--- src/rtl/usb_pkg.sv ---
// Shared types and constants for the USB host transaction sequencer.
// PID values are in wire bit order as handed to the packet datapath.
package usb_pkg;

  typedef enum logic [2:0] {
    IDLE,
    SEND_TOK,
    SEND_DATA,
    WAIT_HS,
    WAIT_DATA,
    SEND_HS,
    DONE
  } txn_state_t;

  localparam logic [1:0] TRANS_NON = 2'd0;
  localparam logic [1:0] TRANS_IN  = 2'd1;
  localparam logic [1:0] TRANS_OUT = 2'd2;

  localparam logic [1:0] TYPE_NON  = 2'd0;
  localparam logic [1:0] TYPE_TOK  = 2'd1;
  localparam logic [1:0] TYPE_DATA = 2'd2;
  localparam logic [1:0] TYPE_HS   = 2'd3;

  localparam logic [7:0] OUTPID  = 8'h87;
  localparam logic [7:0] INPID   = 8'h96;
  localparam logic [7:0] DATAPID = 8'hC3;
  localparam logic [7:0] ACKPID  = 8'h4B;
  localparam logic [7:0] NAKPID  = 8'h5A;

  localparam logic [7:0] TIMEOUT_LEN   = 8'd255;
  localparam logic [3:0] MAX_RETRY_DEF = 4'd8;

  function automatic logic is_send(input txn_state_t s);
    return (s == SEND_TOK) || (s == SEND_DATA) || (s == SEND_HS);
  endfunction

  function automatic logic is_wait(input txn_state_t s);
    return (s == WAIT_HS) || (s == WAIT_DATA);
  endfunction

endpackage

--- src/rtl/usb_timeout_ctr.sv ---
// Response timer: cleared outside wait states, counts up while enabled
// and parks at TIMEOUT, where it flags expiry.
module usb_timeout_ctr
  import usb_pkg::*;
#(
  parameter logic [7:0] TIMEOUT = TIMEOUT_LEN
) (
  input  logic i_clk,
  input  logic i_rst_b,
  input  logic i_clr,
  input  logic i_en,
  output logic o_expired
);

  logic [7:0] r_timer;

  always_ff @(posedge i_clk) begin
    if (!i_rst_b) begin
      r_timer <= '0;
    end else if (i_clr) begin
      r_timer <= '0;
    end else if (i_en && !o_expired) begin
      r_timer <= r_timer + 8'd1;
    end
  end

  assign o_expired = (r_timer == TIMEOUT);

endmodule

--- src/rtl/usb_txn_sequencer.sv ---
// Host transaction sequencer: token, data and handshake phases for one
// IN/OUT request, with response timeout and bounded retries.
module usb_txn_sequencer
  import usb_pkg::*;
#(
  parameter logic [7:0] TIMEOUT   = TIMEOUT_LEN,
  parameter logic [3:0] MAX_RETRY = MAX_RETRY_DEF
) (
  input  logic       clk,
  input  logic       rst_b,
  input  logic       txn_start,
  input  logic [1:0] txn_type,
  input  logic [3:0] txn_endp,
  output logic       tx_req,
  output logic [1:0] tx_type,
  output logic [7:0] tx_pid,
  output logic [3:0] tx_endp,
  input  logic       tx_done,
  output logic       rx_en,
  input  logic       rx_valid,
  input  logic [7:0] rx_pid,
  input  logic       rx_crc_ok,
  output logic       busy,
  output logic       txn_done,
  output logic       txn_ok,
  output logic [3:0] retry_cnt
);

  txn_state_t r_state;
  txn_state_t w_nxt;

  logic [1:0] r_type;
  logic       r_succ;
  logic [7:0] r_hs_pid;
  logic       r_tx_req;
  logic [1:0] r_tx_type;
  logic [7:0] r_tx_pid;
  logic [3:0] r_tx_endp;
  logic       r_rx_en;
  logic       r_busy;
  logic       r_txn_done;
  logic       r_txn_ok;
  logic [3:0] r_retry;

  logic       w_expired;
  logic       w_done;
  logic       w_accept;
  logic       w_fail;
  logic       w_ok;
  logic       w_succ;
  logic [7:0] w_hs_pid;
  logic [1:0] w_type_eff;
  logic [1:0] w_tx_type;
  logic [7:0] w_tx_pid;
  logic [3:0] w_retry_inc;

  usb_timeout_ctr #(
    .TIMEOUT (TIMEOUT)
  ) u_tmo (
    .i_clk     (clk),
    .i_rst_b   (rst_b),
    .i_clr     (!is_wait(r_state)),
    .i_en      (is_wait(r_state)),
    .o_expired (w_expired)
  );

  // Only a completion for a packet actually being requested counts.
  assign w_done      = tx_done && r_tx_req;
  assign w_retry_inc = (r_retry == 4'hF) ? 4'hF : r_retry + 4'd1;
  assign w_type_eff  = w_accept ? txn_type : r_type;

  always_comb begin
    w_nxt    = r_state;
    w_accept = 1'b0;
    w_fail   = 1'b0;
    w_ok     = 1'b0;
    w_succ   = r_succ;
    w_hs_pid = r_hs_pid;
    unique case (r_state)
      IDLE: begin
        if (txn_start &&
            (txn_type == TRANS_IN || txn_type == TRANS_OUT)) begin
          w_nxt    = SEND_TOK;
          w_accept = 1'b1;
        end
      end
      SEND_TOK: begin
        if (w_done) begin
          w_nxt = (r_type == TRANS_OUT) ? SEND_DATA : WAIT_DATA;
        end
      end
      SEND_DATA: begin
        if (w_done) w_nxt = WAIT_HS;
      end
      WAIT_HS: begin
        if (rx_valid) begin
          if (rx_crc_ok && rx_pid == ACKPID) begin
            w_nxt = DONE;
            w_ok  = 1'b1;
          end else begin
            w_fail = 1'b1;
          end
        end else if (w_expired) begin
          w_fail = 1'b1;
        end
      end
      WAIT_DATA: begin
        if (rx_valid) begin
          if (!rx_crc_ok) begin
            w_nxt    = SEND_HS;
            w_hs_pid = NAKPID;
            w_succ   = 1'b0;
          end else if (rx_pid == DATAPID) begin
            w_nxt    = SEND_HS;
            w_hs_pid = ACKPID;
            w_succ   = 1'b1;
          end else begin
            w_fail = 1'b1;
          end
        end else if (w_expired) begin
          w_fail = 1'b1;
        end
      end
      SEND_HS: begin
        if (w_done) begin
          if (r_succ) begin
            w_nxt = DONE;
            w_ok  = 1'b1;
          end else begin
            w_fail = 1'b1;
          end
        end
      end
      DONE:    w_nxt = IDLE;
      default: w_nxt = IDLE;
    endcase
    if (w_fail) begin
      w_nxt = (w_retry_inc == MAX_RETRY) ? DONE : SEND_TOK;
    end
  end

  always_comb begin
    w_tx_type = TYPE_NON;
    w_tx_pid  = 8'h00;
    unique case (w_nxt)
      SEND_TOK: begin
        w_tx_type = TYPE_TOK;
        w_tx_pid  = (w_type_eff == TRANS_OUT) ? OUTPID : INPID;
      end
      SEND_DATA: begin
        w_tx_type = TYPE_DATA;
        w_tx_pid  = DATAPID;
      end
      SEND_HS: begin
        w_tx_type = TYPE_HS;
        w_tx_pid  = w_hs_pid;
      end
      default: begin
        w_tx_type = TYPE_NON;
        w_tx_pid  = 8'h00;
      end
    endcase
  end

  always_ff @(posedge clk) begin
    if (!rst_b) begin
      r_state    <= IDLE;
      r_type     <= TRANS_NON;
      r_succ     <= 1'b0;
      r_hs_pid   <= 8'h00;
      r_tx_req   <= 1'b0;
      r_tx_type  <= TYPE_NON;
      r_tx_pid   <= 8'h00;
      r_tx_endp  <= 4'h0;
      r_rx_en    <= 1'b0;
      r_busy     <= 1'b0;
      r_txn_done <= 1'b0;
      r_txn_ok   <= 1'b0;
      r_retry    <= 4'h0;
    end else begin
      r_state   <= w_nxt;
      r_succ    <= w_succ;
      r_hs_pid  <= w_hs_pid;
      if (w_accept) begin
        r_type    <= txn_type;
        r_tx_endp <= txn_endp;
      end
      // A one-cycle request gap separates back-to-back packets.
      r_tx_req   <= is_send(w_nxt) && !w_done;
      r_tx_type  <= w_tx_type;
      r_tx_pid   <= w_tx_pid;
      r_rx_en    <= is_wait(w_nxt);
      r_busy     <= (w_nxt != IDLE) && (w_nxt != DONE);
      r_txn_done <= (w_nxt == DONE);
      if (w_accept) r_txn_ok <= 1'b0;
      else if (w_ok) r_txn_ok <= 1'b1;
      if (w_accept) r_retry <= 4'h0;
      else if (w_fail) r_retry <= w_retry_inc;
    end
  end

  assign tx_req    = r_tx_req;
  assign tx_type   = r_tx_type;
  assign tx_pid    = r_tx_pid;
  assign tx_endp   = r_tx_endp;
  assign rx_en     = r_rx_en;
  assign busy      = r_busy;
  assign txn_done  = r_txn_done;
  assign txn_ok    = r_txn_ok;
  assign retry_cnt = r_retry;

endmodule
--- config.mk ---
export PLATFORM = sky130hd
export DESIGN_NAME = usb_txn_sequencer
export DESIGN_NICKNAME = d
export VERILOG_FILES = /design/src/rtl/usb_pkg.sv /design/src/rtl/usb_timeout_ctr.sv /design/src/rtl/usb_txn_sequencer.sv
export SDC_FILE = /design/constraint.sdc
export NUM_CORES = 1
export LEC_CHECK = 0
export ABC_AREA = 1
export CELL_PAD_IN_SITES_DETAIL_PLACEMENT = 1
export CELL_PAD_IN_SITES_GLOBAL_PLACEMENT = 1
export CORE_AREA = 2 2 79 81
export CTS_CLUSTER_DIAMETER = 200
export DETAILED_ROUTE_END_ITERATION = 8
export DIE_AREA = 0 0 81 83
export GPL_ROUTABILITY_DRIVEN = 0
export PLACE_DENSITY = 0.78
export SYNTH_ARGS = -nofsm -noshare
export SYNTH_HDL_FRONTEND = slang
export SYNTH_SLANG_ARGS = --single-unit
--- constraint.sdc ---
create_clock -name clk -period 2.05 [get_ports clk]
set_clock_uncertainty 0.2 [all_clocks]
set_input_delay 0.41 -clock clk [delete_from_list [all_inputs] [get_ports clk]]
set_output_delay 0.41 -clock clk [all_outputs]
set_load 0.01 [all_outputs]
# After elaboration in Yosys (flattened, before gate mapping)
# Index checks and enable logic that the tools add are counted.
# Widths: inputs -> output; s select.
# totals
regBits	45
latch_bits	0
ramBits	0
romBits	0
in_bits	20
out_inout_bits	23
word_cells	98
n_memories	0
# op_classes
n_addsub	2
n_mul	0
div	0
order_cmp	0
eq_ne	22
shifts	0
muxes	41
n_bitwise	1
n_reduce_logical	18
# ops
op	count
$mux 3	13
$mux 8	4
$pmux 8 s3	1
$pmux 3 s6	1
$eq 8x8->1 const B	2
$mux 1	16
$eq 3x3->1 const B	5
$eq 3x2->1 const B	4
$add 8x1->8 const B	1
$eq 4x4->1 const B	2
$eq 8x7->1 const B	1
$eq 2x2->1 const B	3
$eq 3x1->1 const B	2
$logic_and 1x1->1	6
$pmux 2 s3	1
$logic_or 1x1->1	5
$mux 5	1
$add 4x1->4 const B	1
$mux 4	1
$logic_not 3->1	1
$ne 3x3->1 const B	1
$pmux 1 s3	1
$reduce_and 3->1	1
$reduce_bool 3->1	1
8 further kinds	9

# Depth between registers and ports, before layout
# Gate-level depths: netlist (run 1).
# logic_depth
ltp_word	10
mapped_depth	16
mapped_depth_nobuf	16

# Modules after synthesis
# From an unflattened synthesis (run 1), not the netlist that was laid out.
# unflattened
cells_unflattened	312
area_unflattened_um2	2301.0
# modules_own_cells
module	instances	cells_per_inst	area_per_inst_um2	seq_area_each_um2
usb_txn_sequencer	1	238	1791.7	740.7
usb_timeout_ctr	1	74	509.2	160.2

# Least setup slack after synthesis (run 1)
# Ideal clock, no wire load.
# synth_timing
path_type	reg-to-reg
from	register r_retry[0] (netlist: retry_cnt[0])
to	register r_busy (netlist: busy)
setup_ns	0.124
t_arrival_ns	1.586
required_ns	1.726
path_slack_ns	0.140
stages_incl_launch_ff	10
n_path_buf	0
period_less_slack_ns	1.910
cell_sequence	dfxtp_1 -> ha_1 -> xnor2_1 -> nand2_1 -> nor3_1 -> nand2_2 -> nand2_1 -> inv_1 -> o21ai_0 -> o21ai_0
# synth_via
elab_chain_cells	7
word_cells_on_any_way	9
classes_between	add/sub: 1; eq/ne: 3; mux: 3; reduce/logical: 2
# synth_rtl
element	line_no	rtl
start: declaration	usb_txn_sequencer.sv:43	logic [3:0] r_retry;
start signal: assignment	usb_txn_sequencer.sv:198	else if (w_fail) r_retry <= w_retry_inc;
$add 4x1->4 or $eq 4x4->1 (tied branches)	usb_txn_sequencer.sv:69	assign w_retry_inc = (r_retry == 4'hF) ? 4'hF : r_retry + 4'd1;
$mux 4 (*)	usb_txn_sequencer.sv:69	
$eq 4x4->1 (*)	usb_txn_sequencer.sv:138	w_nxt = (w_retry_inc == MAX_RETRY) ? DONE : SEND_TOK;
$mux 3 (*)	usb_txn_sequencer.sv:138	
$mux 3 (*)	usb_txn_sequencer.sv:137	if (w_fail) begin
$ne 3x3->1 or $reduce_bool 3->1 (tied branches)	usb_txn_sequencer.sv:193	r_busy <= (w_nxt != IDLE) && (w_nxt != DONE);
$logic_and 1x1->1 (*)	usb_txn_sequencer.sv:193	
end signal: assignment	usb_txn_sequencer.sv:193	
end: declaration	usb_txn_sequencer.sv:40	logic r_busy;
# Every way passes the cells marked *; elsewhere a longest branch is shown, timed or not.
# A chain may end at the register's enable or synchronous reset.

# Worst setup path after layout (run 1)
# layout_timing
from	register r_retry[0] (netlist: retry_cnt[0])
to	register r_tx_pid[1] (netlist: tx_pid[1])
# layout_via
elab_chain_cells	7
word_cells_on_any_way	10
classes_between	add/sub: 1; eq/ne: 5; mux: 4
# layout_rtl
element	line_no	rtl
$add 4x1->4 or $eq 4x4->1 (tied branches)	usb_txn_sequencer.sv:69	
$mux 4 (*)	usb_txn_sequencer.sv:69	
$eq 4x4->1 (*)	usb_txn_sequencer.sv:138	
$mux 3 (*)	usb_txn_sequencer.sv:138	
$mux 3 (*)	usb_txn_sequencer.sv:137	
$eq 3x3->1 (tied with other cells)	usb_txn_sequencer.sv:145	unique case (w_nxt)
$pmux 8 s3 (*)	usb_txn_sequencer.sv:145	
end signal: assignment	usb_txn_sequencer.sv:191	r_tx_pid <= w_tx_pid;
end: declaration	usb_txn_sequencer.sv:37	logic [7:0] r_tx_pid;
# Marks and branches as above.

==> impl_metrics.py, run 1 <==
metrics = {
    "status": {
        "status": "finished, violations left",
        "violations": "setup timing",
    },
    "global_route": {
        "grt_start_max_net_pins": 15,
        "overflow": 0,
        "grt_pass1_wl_mm": 10.23,
        "track_usage": 0.1940,
        "antenna_found_initial": 0,
        "grt_pass1_vias": 2297,
    },
    "logic_synthesis": {
        "syn_area_per_cell_sq_um": 7.244,
        "synth_edf_count": 0,
        "synth_cell_type_count": 33,
        "synth.ff_latch_count": 45,
        "yosysSeqAreaShare": 0.4364,
        "synthesis.nets": 307,
        "async_reset_ff_frac": 0,
        "synth_area_sq_um": 2064,
        "syn_inst": 285,
        "yosysWarnings": 0,
        "synth_ff_type": "dfxtp_1",
    },
    "finish": {
        "fin_nets": 391,
        "diodes": 0,
        "area_growth_pct": 54.55,
        "final.fill_count": 733,
        "stdcell_count": 445,
        "drive_above_1_share": 0.3189,
    },
    "placement": {
        "place_hpwl_mm": 4.527,
        "placed_cells": 431,
        "port_buffers": 42,
    },
    "timing": {
        "fin_ws_ns": -0.03842,
        "whs_ns": 0.2762,
        "period_share": 1.019,
        "hold_violations": 0,
        "period_needed_ns": 2.088,
        "rsz0062_at_grt": "yes",
        "slew_viol_final": 0,
        "slew_headroom": 0.7817,
        "setup_viol": 7,
        "tightest_slew_ns": 0.3271,
        "max_freq_mhz": 478.8,
    },
    "route": {
        "firstDrtPassIters": 4,
        "wl_mm": 6.683,
        "top_layer_used": "met4",
        "postRouteAntennaNets": 0,
        "routed-wl-met3_um": 161,
        "vias_per_cell": 4.872,
        "wire_per_inst_um": 15.02,
        "drc": 0,
        "vias": 2168,
        "met1_length_mm": 2.582,
        "drt_first_iter_violations": 67,
        "wl_met2_mm": 3.850,
    },
    "pwr": {
        "p_leak_nw": 1.450,
        "ir_drop_uv": 482.0,
        "power.total_mw": 1.930,
        "pwr_density_cell_nw_per_um2": 605.0,
    },
    "clock_network": {
        "clkLatencyLatePin_ns": 0.30,
        "cts_sinks": 45,
        "path_clk_slew_ns": 0.08,
        "numCtsBuffers": 5,
        "htreeDepth": 2,
        "cts_tree": "done",
        "postCtsHoldBufs": 0,
        "clockRootBuffer": "clkbuf_8",
        "cts_buffer_depth": 2,
    },
    "setup_path": {
        "r2r_slack_ns": -0.04,
        "worstSetupPathType": "reg2reg",
        "cp_max_fo": 6,
        "worstPathRequired_ns": 2.06,
        "end_kind": "register",
        "crit_arrival_ns": 2.09,
        "crit_path_start_kind": "register",
    },
    "floorplan": {
        "placementRows": 28,
        "dieArea_sq_um": 6723,
        "dieHeight_um": 83,
        "io_pins": 43,
        "initial_utilization": 0.3550,
        "die_width_um": 81,
        "core-area_sq_um": 5816,
    },
    "job": {
        "drv_cap": 0,
    },
    "min_path": {
        "hold_class": "reg2reg",
    },
}
-- worst max-delay path, stage by stage (launching register included) --
cell and delay [ns]:
dfxtp_1 0.32, ha_2 0.22, xnor2_1 0.22, nand2_1 0.12
nor3_2 0.30, nand2_4 0.11, nand2_4 0.11, inv_8 0.05
nand3_4 0.11, nand2_2 0.08, nor2_2 0.11, nor2_1 0.04
-- sequential cells by signal (all words and copies together) (netlist names) --
register	flops
r_type	2
txn_done	1
tx_type	2
busy	1
r_state	3
txn_ok	1
tx_endp	4
r_succ	1
retry_cnt	4
tx_pid	8
u_tmo.r_timer	8
rx_en	1
tx_req	1
r_hs_pid	8
-- cell families (layout without fill, tap and decap cells) --
group	count (synthesis)	after routing	share of synthesized area
AND/OR/NAND/NOR	144	144	0.3358
buffers and inverters	49	134	0.09031
flip-flops	45	45	0.4364
XOR/XNOR	1	1	0.004243
AO/OA/AOI/OAI	44	44	0.1212
adder cells (fa/ha/maj)	2	2	0.01212
-- layer usage --
layer | track usage | vias to the layer above
li1 | - | 1072
met1 | 0.2014 | 1059
met2 | 0.3824 | 28
met3 | 0.03696 | 9
met4 | 0.04931 | 0
met5 | 0 | -
-- layout by cell type (no fill, tap or decap), types with 10 or more instances in the layout --
master / count
clkdlybuf4s50_1: 30
inv_1: 35
dlygate4sd2_1: 11
buf_4: 36
inv_2: 10
a21oi_1: 12
nand2_2: 15
nand2_1: 39
nor2_1: 37
o21ai_0: 13
dfxtp_1: 42
-- path summary, 6_finish.rpt --
| check | startpoint | endpoint | depth (start not counted) |
|---|---|---|---|
| max reg2reg | retry_cnt[0] | tx_pid[1] | 11 |
| min | r_hs_pid[7] | r_hs_pid[7] | 2 |
| min reg2reg | r_hs_pid[7] | r_hs_pid[7] | 2 |
| max | retry_cnt[0] | tx_pid[1] | 11 |
-- synthesized netlist by cell type, drive strengths merged (2+ instances only) --
cell type | number | area share
or2 | 3 | 0.0091
nand3 | 17 | 0.050
nand4 | 4 | 0.012
ha | 2 | 0.012
inv | 47 | 0.087
nor2 | 45 | 0.088
a31oi | 3 | 0.0091
dfxtp | 45 | 0.44
nor3b | 2 | 0.0073
nand2 | 65 | 0.15
o21ai | 17 | 0.041
clkbuf | 2 | 0.0036
a21oi | 14 | 0.034
o31ai | 3 | 0.011
o21a | 3 | 0.011
nor3 | 6 | 0.017
-- where the power goes --
| part | leakage (nW) | switching [mW] | internal, mW |
|---|---|---|---|
| logic | 1.03 | 0.184 | 0.155 |
| clock network | 0.0554 | 0.304 | 0.366 |
| registers | 0.367 | 0.0180 | 0.904 |
-- cell type report --
class / instances / area (sq um) / share of cell area
clock inverters: 2 / 38.79 / 0.01216
well taps: 75 / 93.84 / 0.02941
repair buffers: 79 / 690.7 / 0.2165
flip-flops and latches: 45 / 904.6 / 0.2835
inverters: 47 / 188.9 / 0.05922
clock buffers: 6 / 72.57 / 0.02275
multi-input cells: 191 / 1201 / 0.3765
-- stage by stage --
stage	TNS (ns)	utilization	instance area [sq um]	worst slack, ns
3_3_place_gp	-5.474	0.4821	2804	-0.3570
4_1_cts	0	0.5215	3033	0.01228
2_1_floorplan	0	-	2064	0.1398
6_report	-0.1307	0.5486	3191	-0.03842
5_1_grt	-1.042	0.5486	3191	-0.1423
3_5_place_dp	-6.906	0.4821	2804	-0.4398
-- what timing repair did --
| action | CTS | global route |
|---|---|---|
| setup endpoints to repair | 13 | 20 |
| buffers inserted | 5 | 2 |
| pin swaps | 23 | 26 |
| gates resized for setup | 37 | 41 |
| gates cloned | 0 | 0 |
(Power assumes the default switching activity.)
==> run 2: changes to the inputs <==
--- a/config.mk
+++ b/config.mk
@@ -6,14 +6,17 @@
 export NUM_CORES = 1
 export LEC_CHECK = 0
 export ABC_AREA = 1
+export CAP_MARGIN = 20
 export CELL_PAD_IN_SITES_DETAIL_PLACEMENT = 1
 export CELL_PAD_IN_SITES_GLOBAL_PLACEMENT = 1
-export CORE_AREA = 2 2 79 81
+export CORE_AREA = 2 2 78 80
+export CTS_BUF_LIST = sky130_fd_sc_hd__clkbuf_8
 export CTS_CLUSTER_DIAMETER = 200
 export DETAILED_ROUTE_END_ITERATION = 8
-export DIE_AREA = 0 0 81 83
+export DIE_AREA = 0 0 80 82
 export GPL_ROUTABILITY_DRIVEN = 0
-export PLACE_DENSITY = 0.78
+export HOLD_SLACK_MARGIN = 0.15
+export PLACE_DENSITY = 0.8
 export SYNTH_ARGS = -nofsm -noshare
 export SYNTH_HDL_FRONTEND = slang
 export SYNTH_SLANG_ARGS = --single-unit
==> run 2 against run 1 <==
The run now ends clean. Non-clock buffer count grew 6. Flip-flop and latch count is the same. Worst setup slack gained 0.064 ns. Via count grew 2.9%. Wire length grew 7.3%. Cell count grew 1.3%. Worst hold slack lost 0.027 ns. Critical endpoint is now rx_en. Largest cell class unchanged. Highest routed layer unchanged.
==> impl_metrics.py, run 2 (synthesized netlist as in run 1, its figures left out) <==
metrics = {
    "global_route": {
        "grt_pass1_vias": 2229,
        "grt_pass1_wl_mm": 10.24,
        "overflow": 0,
        "grt_start_max_net_pins": 15,
        "antenna_found_initial": 0,
        "track_usage": 0.2013,
    },
    "setup_path": {
        "worstPathRequired_ns": 2.03,
        "crit_path_start_kind": "input port",
        "worstSetupPathType": "in2reg",
        "end_kind": "register",
        "crit_arrival_ns": 2.00,
        "cp_max_fo": 4,
    },
    "timing": {
        "rsz0062_at_grt": "yes",
        "period_needed_ns": 2.024,
        "period_share": 0.9873,
        "fin_setup_tns_ns": 0,
        "slew_viol_final": 0,
        "max_freq_mhz": 494.1,
        "hold_violations": 0,
        "slew_headroom": 0.7321,
        "fin_ws_ns": 0.02595,
        "setup_viol": 0,
        "tightest_slew_ns": 0.3992,
    },
    "clock_network": {
        "cts_sinks": 45,
        "path_clk_slew_ns": 0.08,
        "numCtsBuffers": 5,
        "clockRootBuffer": "clkbuf_8",
        "clkLatencyLatePin_ns": 0.30,
        "cts_tree": "done",
        "htreeDepth": 2,
        "cts_buffer_depth": 2,
    },
    "pwr": {
        "p_switching_mw": 0.5258,
        "comb_power_share": 0.186,
        "ir_drop_uv": 297.9,
        "p_leak_nw": 1.510,
        "pwr_density_cell_nw_per_um2": 577.2,
        "p_sw_frac": 0.2751,
        "p_seq_frac": 0.483,
        "internal_power_mw": 1.385,
        "clkPwrFrac": 0.332,
    },
    "floorplan": {
        "dieArea_sq_um": 6560,
        "dieHeight_um": 82,
        "die_width_um": 80,
        "placementRows": 28,
        "initial_utilization": 0.3593,
        "io_pins": 43,
        "core-area_sq_um": 5746,
    },
    "finish": {
        "area_growth_pct": 60.36,
        "final_cell_mix": "nand2_1, dfxtp_1, buf_4",
        "drive_above_1_share": 0.3590,
        "fin_nets": 397,
        "stdcell_count": 451,
        "diodes": 0,
        "final.fill_count": 703,
    },
    "route": {
        "wire_per_inst_um": 15.90,
        "firstDrtPassIters": 4,
        "drt_first_iter_violations": 106,
        "postRouteAntennaNets": 0,
        "wl_mm": 7.173,
        "drc": 0,
        "vias": 2230,
        "vias_per_cell": 4.945,
    },
    "placement": {
        "port_buffers": 42,
        "place_hpwl_mm": 4.340,
        "place_ws_ns": -0.4442,
        "placed_cells": 436,
    },
    "status": {
        "status": "finished clean",
    },
    "min_path": {
        "hold_class": "reg2reg",
    },
    "job": {
        "drv_cap": 0,
    },
}
-- run 2: cell types whose count changed in the layout (fill, tap and decap cells not counted), sizes merged, moves of 2 or more --
cell           before  now
clkdlybuf4s15       0    2
buf                37   43
dlymetal6s2s        1    3
dlygate4sd2        11    8
-- run 2: path summary, 6_finish.rpt --
kind                              startpoint           to  slack (ns)  depth (start not counted)
worst max-delay path               txn_start        rx_en        0.03                         13
worst min-delay path             r_hs_pid[7]  r_hs_pid[7]        0.25                          2
worst min register to register   r_hs_pid[7]  r_hs_pid[7]        0.25                          2
worst max register to register  retry_cnt[2]        rx_en        0.03                         10
-- run 2: layer usage --
metal | GRT usage | vias up | part of all wire
met5 | 0 | - | 0
li1 | - | 1084 | -
met4 | 0.06610 | 0 | 0.016
met3 | 0.03187 | 12 | 0.035
met2 | 0.3742 | 44 | 0.53
met1 | 0.2353 | 1090 | 0.42
-- run 2: repair_timing --
action,4_1_cts,5_1_grt
hold buffers,0,0
setup buffers,5,2
endpoints found under the setup margin,12,18
endpoints found under the hold margin,0,0
resized for setup,46,52
pin swaps,25,29
-- run 2: power groups by stage --
| stage | registers (mW) | logic, mW | clock network [mW] |
|---|---|---|---|
| floorplan | 0.950 | 0.119 | 0 |
| global placement | 0.940 | 0.276 | 0 |
| detailed placement | 0.941 | 0.282 | 0 |
| CTS | 0.921 | 0.317 | 0.641 |
| global route | 0.925 | 0.385 | 0.689 |
| finish | 0.922 | 0.355 | 0.634 |
-- run 2: area by class of cell --
cell class / count / area, sq um / share of cell area
sequential: 45 / 913.4 / 0.2759
multi-input combinational: 191 / 1240 / 0.3745
clock buffer: 7 / 96.34 / 0.02910
clock inverter: 1 / 8.758 / 0.002645
inverter: 47 / 186.4 / 0.05631
timing repair buffer: 85 / 772.0 / 0.2332
tap: 75 / 93.84 / 0.02834
-- run 2: metrics by stage --
step           area (sq um)  utilization  hold slack [ns]  power, mW
2_1_floorplan          2064            -           0.2120      1.069
3_3_place_gp           2841       0.4946           0.2184      1.217
3_5_place_dp           2841       0.4946           0.2325      1.222
4_1_cts                3109       0.5412           0.2446      1.880
5_1_grt                3311       0.5762           0.2860      1.999
6_report               3311       0.5762           0.2488      1.911
-- run 2: critical path: stages --
cell             delay, ns
clkdlybuf4s50_1       0.45
nand2_1               0.06
nor2_1                0.12
nand2_1               0.11
nand2_2               0.09
nor2_2                0.05
nand3_2               0.10
nand3_4               0.09
nand2_8               0.10
buf_6                 0.12
nor2_4                0.04
nand2_1               0.15
o31ai_4               0.11
